**src/rtl/measure_scheduler.sv**
```systemverilog
// Multi-shot measurement sequencer: argmax per shot, per-outcome histogram, run-level mode.
// Define MEASURE_SCHED_SAT_EN to make histogram bins saturate instead of wrapping.
module measure_scheduler #(
   parameter int unsigned SHOTS_W = 8,
   parameter int unsigned CNT_W   = 8
) (
   input  logic                 clk,
   input  logic                 rst_n,
   input  logic                 start,
   input  logic                 abort,
   input  logic [SHOTS_W-1:0]   num_shots,
   input  logic                 in_valid,
   output logic                 in_ready,
   input  logic [31:0]          state_real_flat,
   output logic                 res_valid,
   output logic [1:0]           res_result,
   output logic [4*CNT_W-1:0]   hist_flat,
   output logic [1:0]           mode_result,
   output logic                 busy,
   output logic                 done
);

   localparam logic [1:0] IDLE = 2'd0;
   localparam logic [1:0] RUN  = 2'd1;
   localparam logic [1:0] FIN  = 2'd2;

   logic [1:0]         state_q, state_d;
   logic [SHOTS_W-1:0] remaining_q, remaining_d;
   logic [CNT_W-1:0]   bins_q [4];
   logic [CNT_W-1:0]   bins_d [4];
   logic [1:0]         mode_q, mode_d;
   logic               done_q, done_d;
   logic               busy_q;
   logic               res_valid_q, res_valid_d;
   logic [1:0]         res_result_q, res_result_d;

   logic [7:0]         shot_max;
   logic [1:0]         shot_idx;
   logic [CNT_W-1:0]   mode_max;
   logic [1:0]         mode_idx;
   logic [CNT_W-1:0]   bin_inc;

   // Positive-only argmax: negative amplitudes never win, ties keep the lowest index.
   always_comb begin
      shot_max = '0;
      shot_idx = '0;
      for (int i = 0; i < 4; i++) begin
         if (!state_real_flat[8*i+7] && (state_real_flat[8*i +: 8] > shot_max)) begin
            shot_max = state_real_flat[8*i +: 8];
            shot_idx = 2'(i);
         end
      end
   end

   always_comb begin
      mode_max = '0;
      mode_idx = '0;
      for (int i = 0; i < 4; i++) begin
         if (bins_q[i] > mode_max) begin
            mode_max = bins_q[i];
            mode_idx = 2'(i);
         end
      end
   end

`ifdef MEASURE_SCHED_SAT_EN
   assign bin_inc = (bins_q[shot_idx] == '1) ? bins_q[shot_idx] : bins_q[shot_idx] + CNT_W'(1);
`else
   assign bin_inc = bins_q[shot_idx] + CNT_W'(1);
`endif

   always_comb begin
      state_d      = state_q;
      remaining_d  = remaining_q;
      bins_d       = bins_q;
      mode_d       = mode_q;
      done_d       = 1'b0;
      res_valid_d  = 1'b0;
      res_result_d = res_result_q;
      case (state_q)
         IDLE: begin
            if (start) begin
               bins_d = '{default: '0};
               if (num_shots != '0) begin
                  remaining_d = num_shots;
                  state_d     = RUN;
               end else begin
                  state_d = FIN;
               end
            end
         end
         RUN: begin
            // Abort wins over a simultaneous handshake.
            if (abort) begin
               state_d = IDLE;
            end else if (in_valid) begin
               bins_d[shot_idx] = bin_inc;
               res_valid_d      = 1'b1;
               res_result_d     = shot_idx;
               remaining_d      = remaining_q - SHOTS_W'(1);
               if (remaining_q == SHOTS_W'(1)) begin
                  state_d = FIN;
               end
            end
         end
         FIN: begin
            mode_d  = mode_idx;
            done_d  = 1'b1;
            state_d = IDLE;
         end
         default: state_d = IDLE;
      endcase
   end

   always_ff @(posedge clk or negedge rst_n) begin
      if (!rst_n) begin
         state_q      <= IDLE;
         remaining_q  <= '0;
         bins_q       <= '{default: '0};
         mode_q       <= '0;
         done_q       <= 1'b0;
         busy_q       <= 1'b0;
         res_valid_q  <= 1'b0;
         res_result_q <= '0;
      end else begin
         state_q      <= state_d;
         remaining_q  <= remaining_d;
         bins_q       <= bins_d;
         mode_q       <= mode_d;
         done_q       <= done_d;
         busy_q       <= (state_d != IDLE);
         res_valid_q  <= res_valid_d;
         res_result_q <= res_result_d;
      end
   end

   for (genvar g = 0; g < 4; g++) begin : g_hist
      assign hist_flat[CNT_W*g +: CNT_W] = bins_q[g];
   end

   assign in_ready    = (state_q == RUN);
   assign res_valid   = res_valid_q;
   assign res_result  = res_result_q;
   assign mode_result = mode_q;
   assign busy        = busy_q;
   assign done        = done_q;

endmodule
```
**config.mk**
```make
export PLATFORM = sky130hd
export DESIGN_NAME = measure_scheduler
export DESIGN_NICKNAME = d
export VERILOG_FILES = /design/src/rtl/measure_scheduler.sv
export SDC_FILE = /design/constraint.sdc
export NUM_CORES = 1
export LEC_CHECK = 0
export CAP_MARGIN = 20
export CORE_ASPECT_RATIO = 0.9
export CORE_MARGIN = 3
export CORE_UTILIZATION = 52
export CTS_CLUSTER_SIZE = 24
export DETAILED_ROUTE_END_ITERATION = 6
export PLACE_DENSITY = 0.82
export SKIP_LAST_GASP = 1
export SYNTH_ARGS = -nofsm -noshare
export SYNTH_HDL_FRONTEND = slang
export SYNTH_SLANG_ARGS = --single-unit
```
**constraint.sdc**
```tcl
create_clock -name clk -period 6.2 [get_ports clk]
set_clock_uncertainty 0.15 [all_clocks]
set_input_delay 1.24 -clock clk [delete_from_list [all_inputs] [get_ports clk]]
set_output_delay 1.24 -clock clk [all_outputs]
set_load 0.03 [all_outputs]
```
==> results.cfg, run 1 <==
[critical_path]
worstReg2RegEnd = mode_result[0]$_DFFE_PN0P_
timing.rr.start = hist_flat[1]$_DFFE_PN0P_
r2r_slack_ns = 0.35
crit_type = primary input to register
critPathLaunchType = primary input
endpoint_kind = register
cpPeakStageDelay_ns = 0.57
cp_common_cell = ha_4
path_max_fanout = 8
cp.required_ns = 6.25
ff2ff_path_depth = 29
crit_path_top_delay_cell = or4b_4
cp_data_arrival_time_ns = 7.33

[flow_run]
cap_violations = 0

[synth]
ys.warnings.count = 0
synth_flop_cell = dfrtp_1
synth_seq_cells = 49
synthCells = 450
yosysSeqAreaShare_pct = 31.2
syn_area_um2 = 3930
ys_async_sr_fraction_pct = 100
avgSynthCellArea_um2 = 8.74
synth_edf_count = 0
synth_cell_types = 46

[grt]
antenna_found_initial = 0
grt_pass1_wl_um = 25300
grt_start_max_net_pins = 50
grt_pass1_vias = 4768
track_usage_pct = 37.3
overflow = 0

[finish]
fin_nets = 724
layout_common_cells = buf_4 (91), clkdlybuf4s50_1 (67), dfrtp_1 (49)
final_area_um2 = 6240
drive_above_1_share_pct = 29.6
mostFrequentLayoutCell = buf_4
n_fill_cell = 335
stdcell_count = 722
area_growth_pct = 58.8

[floorplanning]
fp.coreArea_um2 = 7180
row_count = 29
initial_core_util_pct = 54.7
die_height_um = 88.5
ios = 85
chipWidth_um = 97.7
dieArea_um2 = 8640

[sta]
maxSlewViolCount = 0
rsz0062_at_grt = true
slew_headroom_pct = 35.9
tightest_slew_ns = 0.955
fin_tns_setup_ns = -20.31
period_needed_ns = 7.29
setup_slack_ns = -1.09
timing.fmax_mhz = 137
setup_violations = 32
post-route-period-util_pct = 118
final.hold.worst_slack_ns = 0.353
hold_viol = 0

[min_path]
min_path_cells = 1
hold_end = res_result[1]$_DFFE_PN0P_
hold_path.class = register to register
min_from = res_result[1]$_DFFE_PN0P_

[power_and_ir_drop]
ir_worst_vdd_mv = 0.270
powerDensity_nw_per_um2 = 311
total_power_mw = 1.94
p_leak_nw = 2.86

[outcome]
failed_checks = setup timing
status = complete, but fails checks

[route]
wirelength_um = 18200
ant_nets = 0
drtIter0Drc = 598
drcViolationCount = 0
vias_per_cell = 6.86
vias = 4952
wire_per_inst_um = 25.2
drt-pass1-iter-count = 7

[clock_tree]
clk_pin_slew_ns = 0.10
ctsLongestPathBuffers = 2
cts.sinks = 49
numCtsBuffers = 5
cts_tree = done
h-tree-depth = 2
clkLatencyLatePin_ns = 0.32
cts_hold_buf = 0
root_buffer = clkbuf_8

[place]
hpwl_um = 9320
routabilityCongestion = 0.910
place_area_um2 = 5340
io_buffers = 84
place_inst = 663
## logic make-up (layout without fill, tap and decap cells)
kind of cell	count (synthesis)	count (layout)	synth area share, %
AOI/OAI and AO/OA	154	154	26.3
other	1	4	0.0954
buffers and inverters	38	214	3.88
muxes	15	15	3.91
DFF	49	49	31.2
and+or+nand+nor	138	138	17.5
adders and majority gates	51	51	16.2
xor gates and xnor gates	4	4	0.891
## critical path, delay by kind of cell
kind / cells / cell delay [ns]
XOR/XNOR: 1 / 0.22
multiplexers: 1 / 0.31
buffers and inverters: 4 / 0.49
adder cells (fa/ha/maj): 4 / 0.87
AND/OR/NAND/NOR: 7 / 1.48
AO/OA/AOI/OAI: 12 / 2.71
## worst max-delay path by stage
| stage | start | end | cells past startpoint |
|---|---|---|---|
| 5_1_grt | state_real_flat[1] | hist_flat[14]$_DFFE_PN0P_ | 30 |
| 3_5_place_dp | state_real_flat[7] | hist_flat[22]$_DFFE_PN0P_ | 29 |
| 3_3_place_gp | state_real_flat[7] | hist_flat[22]$_DFFE_PN0P_ | 29 |
| 6_report | state_real_flat[3] | hist_flat[6]$_DFFE_PN0P_ | 29 |
| 2_1_floorplan | state_real_flat[7] | hist_flat[22]$_DFFE_PN0P_ | 32 |
| 4_1_cts | state_real_flat[7] | hist_flat[22]$_DFFE_PN0P_ | 31 |
## layout make-up
type	instances	area, µm²	area share, %
diodes	1	2.50	0.0401
inverters	21	83.8	1.34
multi-input cells	365	3060	48.9
clock buffers	5	68.8	1.10
well taps	93	116	1.86
repair buffers	186	1660	26.5
flip-flops and latches	49	1230	19.6
clock inverters	2	35.0	0.561
## flip-flops by register name, summed over array words and instances (netlist names)
register / count
mode_result: 2
state_q: 2
busy: 1
remaining_q: 8
res_result: 2
done: 1
res_valid: 1
hist_flat: 32
## timing repair
action	CTS	global route
pin swaps	51	10
setup endpoints to repair	33	31
cloned	2	0
gates resized for setup	84	33
buffers inserted	41	9
## metal layers
metal / GRT usage, % / wire (µm)
met5: 0 / 0
met4: 15.8 / 1610
met3: 9.06 / 2060
met2: 67.1 / 8240
met1: 43.1 / 6270
## power by group
group	internal [mW]	switching, mW	total [mW]
sequential	0.373	0.0677	0.441
clock	0.118	0.116	0.234
combinational	0.551	0.716	1.27
## synth_stat cells, types with 6 or more instances
cell type	count	area share (%)
nand2b_1	13	2.1
o21a_1	7	1.3
a211o_1	7	1.6
a31oi_1	7	1.1
a21o_1	15	2.9
nand2_1	25	2.4
clkbuf_1	14	1.3
a21oi_1	34	4.3
nor3_1	13	1.7
a32o_1	6	1.5
dfrtp_1	49	31
nor2_1	45	4.3
ha_1	51	16
inv_1	21	2.0
nand3_1	10	1.3
a22o_1	22	4.9
mux2i_1	12	3.1
o21ai_0	36	4.6
nor2b_1	9	1.4
## through the flow
step / setup WS [ns] / utilization, %
after global routing: -1.16 / 86.9
final: -1.09 / 86.9
after global placement: -1.49 / 74.3
after detailed placement: -1.62 / 74.3
after CTS: -0.411 / 84.5
after floorplan: -1.02 / -
Power figures use the tool's default switching activity.
==> run 2, diff against run 1 <==
--- a/config.mk
+++ b/config.mk
@@ -9,9 +9,11 @@
 export CORE_ASPECT_RATIO = 0.9
 export CORE_MARGIN = 3
 export CORE_UTILIZATION = 52
+export CTS_CLUSTER_DIAMETER = 40
 export CTS_CLUSTER_SIZE = 24
 export DETAILED_ROUTE_END_ITERATION = 6
 export PLACE_DENSITY = 0.82
+export RECOVER_POWER = 50
 export SKIP_LAST_GASP = 1
 export SYNTH_ARGS = -nofsm -noshare
 export SYNTH_HDL_FRONTEND = slang
==> run 2 against run 1 <==
Effect of this change: the run ends with capacitance limit, slew limit, setup timing left; non-clock buffer count unchanged; critical path depth unchanged; register-to-register slack about the same; utilization down 0.24 points; die area unchanged; critical endpoint unchanged.
==> results.cfg, run 2 (same netlist as run 1, synthesis figures left out) <==
[critical_path]
ff2ff_path_depth = 29
crit_type = primary input to register
cp_data_arrival_time_ns = 7.31
endpoint_kind = register
timing.rr.start = hist_flat[1]$_DFFE_PN0P_
path_max_fanout = 8
crit_family = compound AO/OA/AOI/OAI gates
r2r_slack_ns = 0.34
cp_common_cell = ha_4
critPathLaunchType = primary input
cp.required_ns = 6.25
cpPeakStageDelay_ns = 0.57
crit_path_top_delay_cell = or4b_4
worstReg2RegEnd = mode_result[0]$_DFFE_PN0P_
worst-path-buf-inv = 4

[sta]
final.hold.worst_slack_ns = 0.351
hold_viol = 0
period_needed_ns = 7.26
setup_violations = 32
tightest_slew_ns = 2.01
setup_slack_ns = -1.06
timing.fmax_mhz = 138
slew_headroom_pct = -34.2
maxSlewViolCount = 37
post-route-period-util_pct = 117
rsz0062_at_grt = true

[grt]
grt_util_met1_pct = 43.1
grt_pass1_wl_um = 25300
grt_busiest_layer = met2
grt_pass1_vias = 4768
grt_start_max_net_pins = 50
grtUsageMet2_pct = 67.1
track_usage_pct = 37.3
met3_usage_pct = 9.06
antenna_found_initial = 0
overflow = 0

[clock_tree]
numCtsBuffers = 5
cts_tree = done
cts_hold_buf = 0
root_buffer = clkbuf_8
h-tree-depth = 2
ctsLongestPathBuffers = 2
cts.sinks = 49
clkLatencyLatePin_ns = 0.31
clk_pin_slew_ns = 0.10

[floorplanning]
die_height_um = 88.5
row_count = 29
initial_core_util_pct = 54.7
dieArea_um2 = 8640
fp.coreArea_um2 = 7180
ios = 85
chipWidth_um = 97.7

[finish]
multiInputGateArea_um2 = 3060
regArea_um2 = 1230
layout_common_cells = buf_4 (91), clkdlybuf4s50_1 (64), dfrtp_1 (49)
area_growth_pct = 58.4
n_fill_cell = 336
stdcell_count = 722
mostFrequentLayoutCell = buf_4
final_core_util_pct = 86.7
largest_reg_flops = 32
fin_nets = 724
drive_above_1_share_pct = 29.3

[power_and_ir_drop]
p_leak_nw = 2.85
powerDensity_nw_per_um2 = 311
ir_worst_vdd_mv = 0.270

[min_path]
min_from = res_result[1]$_DFFE_PN0P_
hold_path.class = register to register
min_path_cells = 1
hold_end = res_result[1]$_DFFE_PN0P_

[place]
place_inst = 663
io_buffers = 84
hpwl_um = 9320
routabilityCongestion = 0.910
pre_cts_ws_ns = -1.62

[outcome]
status = complete, but fails checks
failed_checks = capacitance limit, slew limit, setup timing

[route]
vias_per_cell = 6.83
drcViolationCount = 0
vias = 4929
ant_nets = 0
wirelength_um = 18100
wire_per_inst_um = 25.1
drt-pass1-iter-count = 6
drtIter0Drc = 495

[flow_run]
cap_violations = 1
run 2: changes by cell type in the layout (fill, tap and decap cells not counted), sizes merged:
cell,delta
clkdlybuf4s50,-3
dlygate4sd3,+3
buf,-2
clkbuf,+2
run 2: worst max-delay path by stage:
stage	startpoint	endpoint	slack (ns)	cells after the start
2_1_floorplan	state_real_flat[7]	hist_flat[22]$_DFFE_PN0P_	-1.02	32
3_3_place_gp	state_real_flat[7]	hist_flat[22]$_DFFE_PN0P_	-1.49	29
3_5_place_dp	state_real_flat[7]	hist_flat[22]$_DFFE_PN0P_	-1.62	29
4_1_cts	state_real_flat[7]	hist_flat[22]$_DFFE_PN0P_	-0.41	31
5_1_grt	state_real_flat[1]	hist_flat[14]$_DFFE_PN0P_	-1.16	30
6_report	state_real_flat[3]	hist_flat[6]$_DFFE_PN0P_	-1.06	29
run 2: area by class of cell:
cell class | count | share of cell area [%]
Multi-Input combinational cell | 365 | 49.1
Timing Repair Buffer | 186 | 26.3
Sequential cell | 49 | 19.7
Tap cell | 93 | 1.87
Inverter | 21 | 1.35
Clock buffer | 5 | 1.11
Clock inverter | 2 | 0.563
Antenna cell | 1 | 0.0402
run 2: layer usage:
metal / wire length (µm) / share of wire (%) / vias up
li1: - / - / 2017
met1: 6140 / 34 / 2271
met2: 8370 / 46 / 473
met3: 2100 / 12 / 168
met4: 1500 / 8.3 / 0
met5: 0 / 0 / -
run 2: repair_timing:
item	CTS	global route
endpoints found under the hold margin	0	0
pin swaps	51	10
setup buffers	41	9
gates cloned	2	0
endpoints found under the setup margin	33	31
gates resized for setup	84	33
run 2: through the flow:
stage,power [mW],cell area [µm²],setup TNS (ns)
floorplan,1.13,4120,-9.56
finish,1.94,6230,-20.00
global route,2.02,6220,-22.22
CTS,1.78,6070,-2.08
global placement,1.43,5340,-30.31
detailed placement,1.48,5340,-33.35
run 2: power by group:
| group | switching (mW) | leakage [nW] | internal (mW) |
|---|---|---|---|
| clock network | 0.115 | 0.0540 | 0.118 |
| registers | 0.0672 | 0.656 | 0.373 |
| logic | 0.716 | 2.14 | 0.549 |
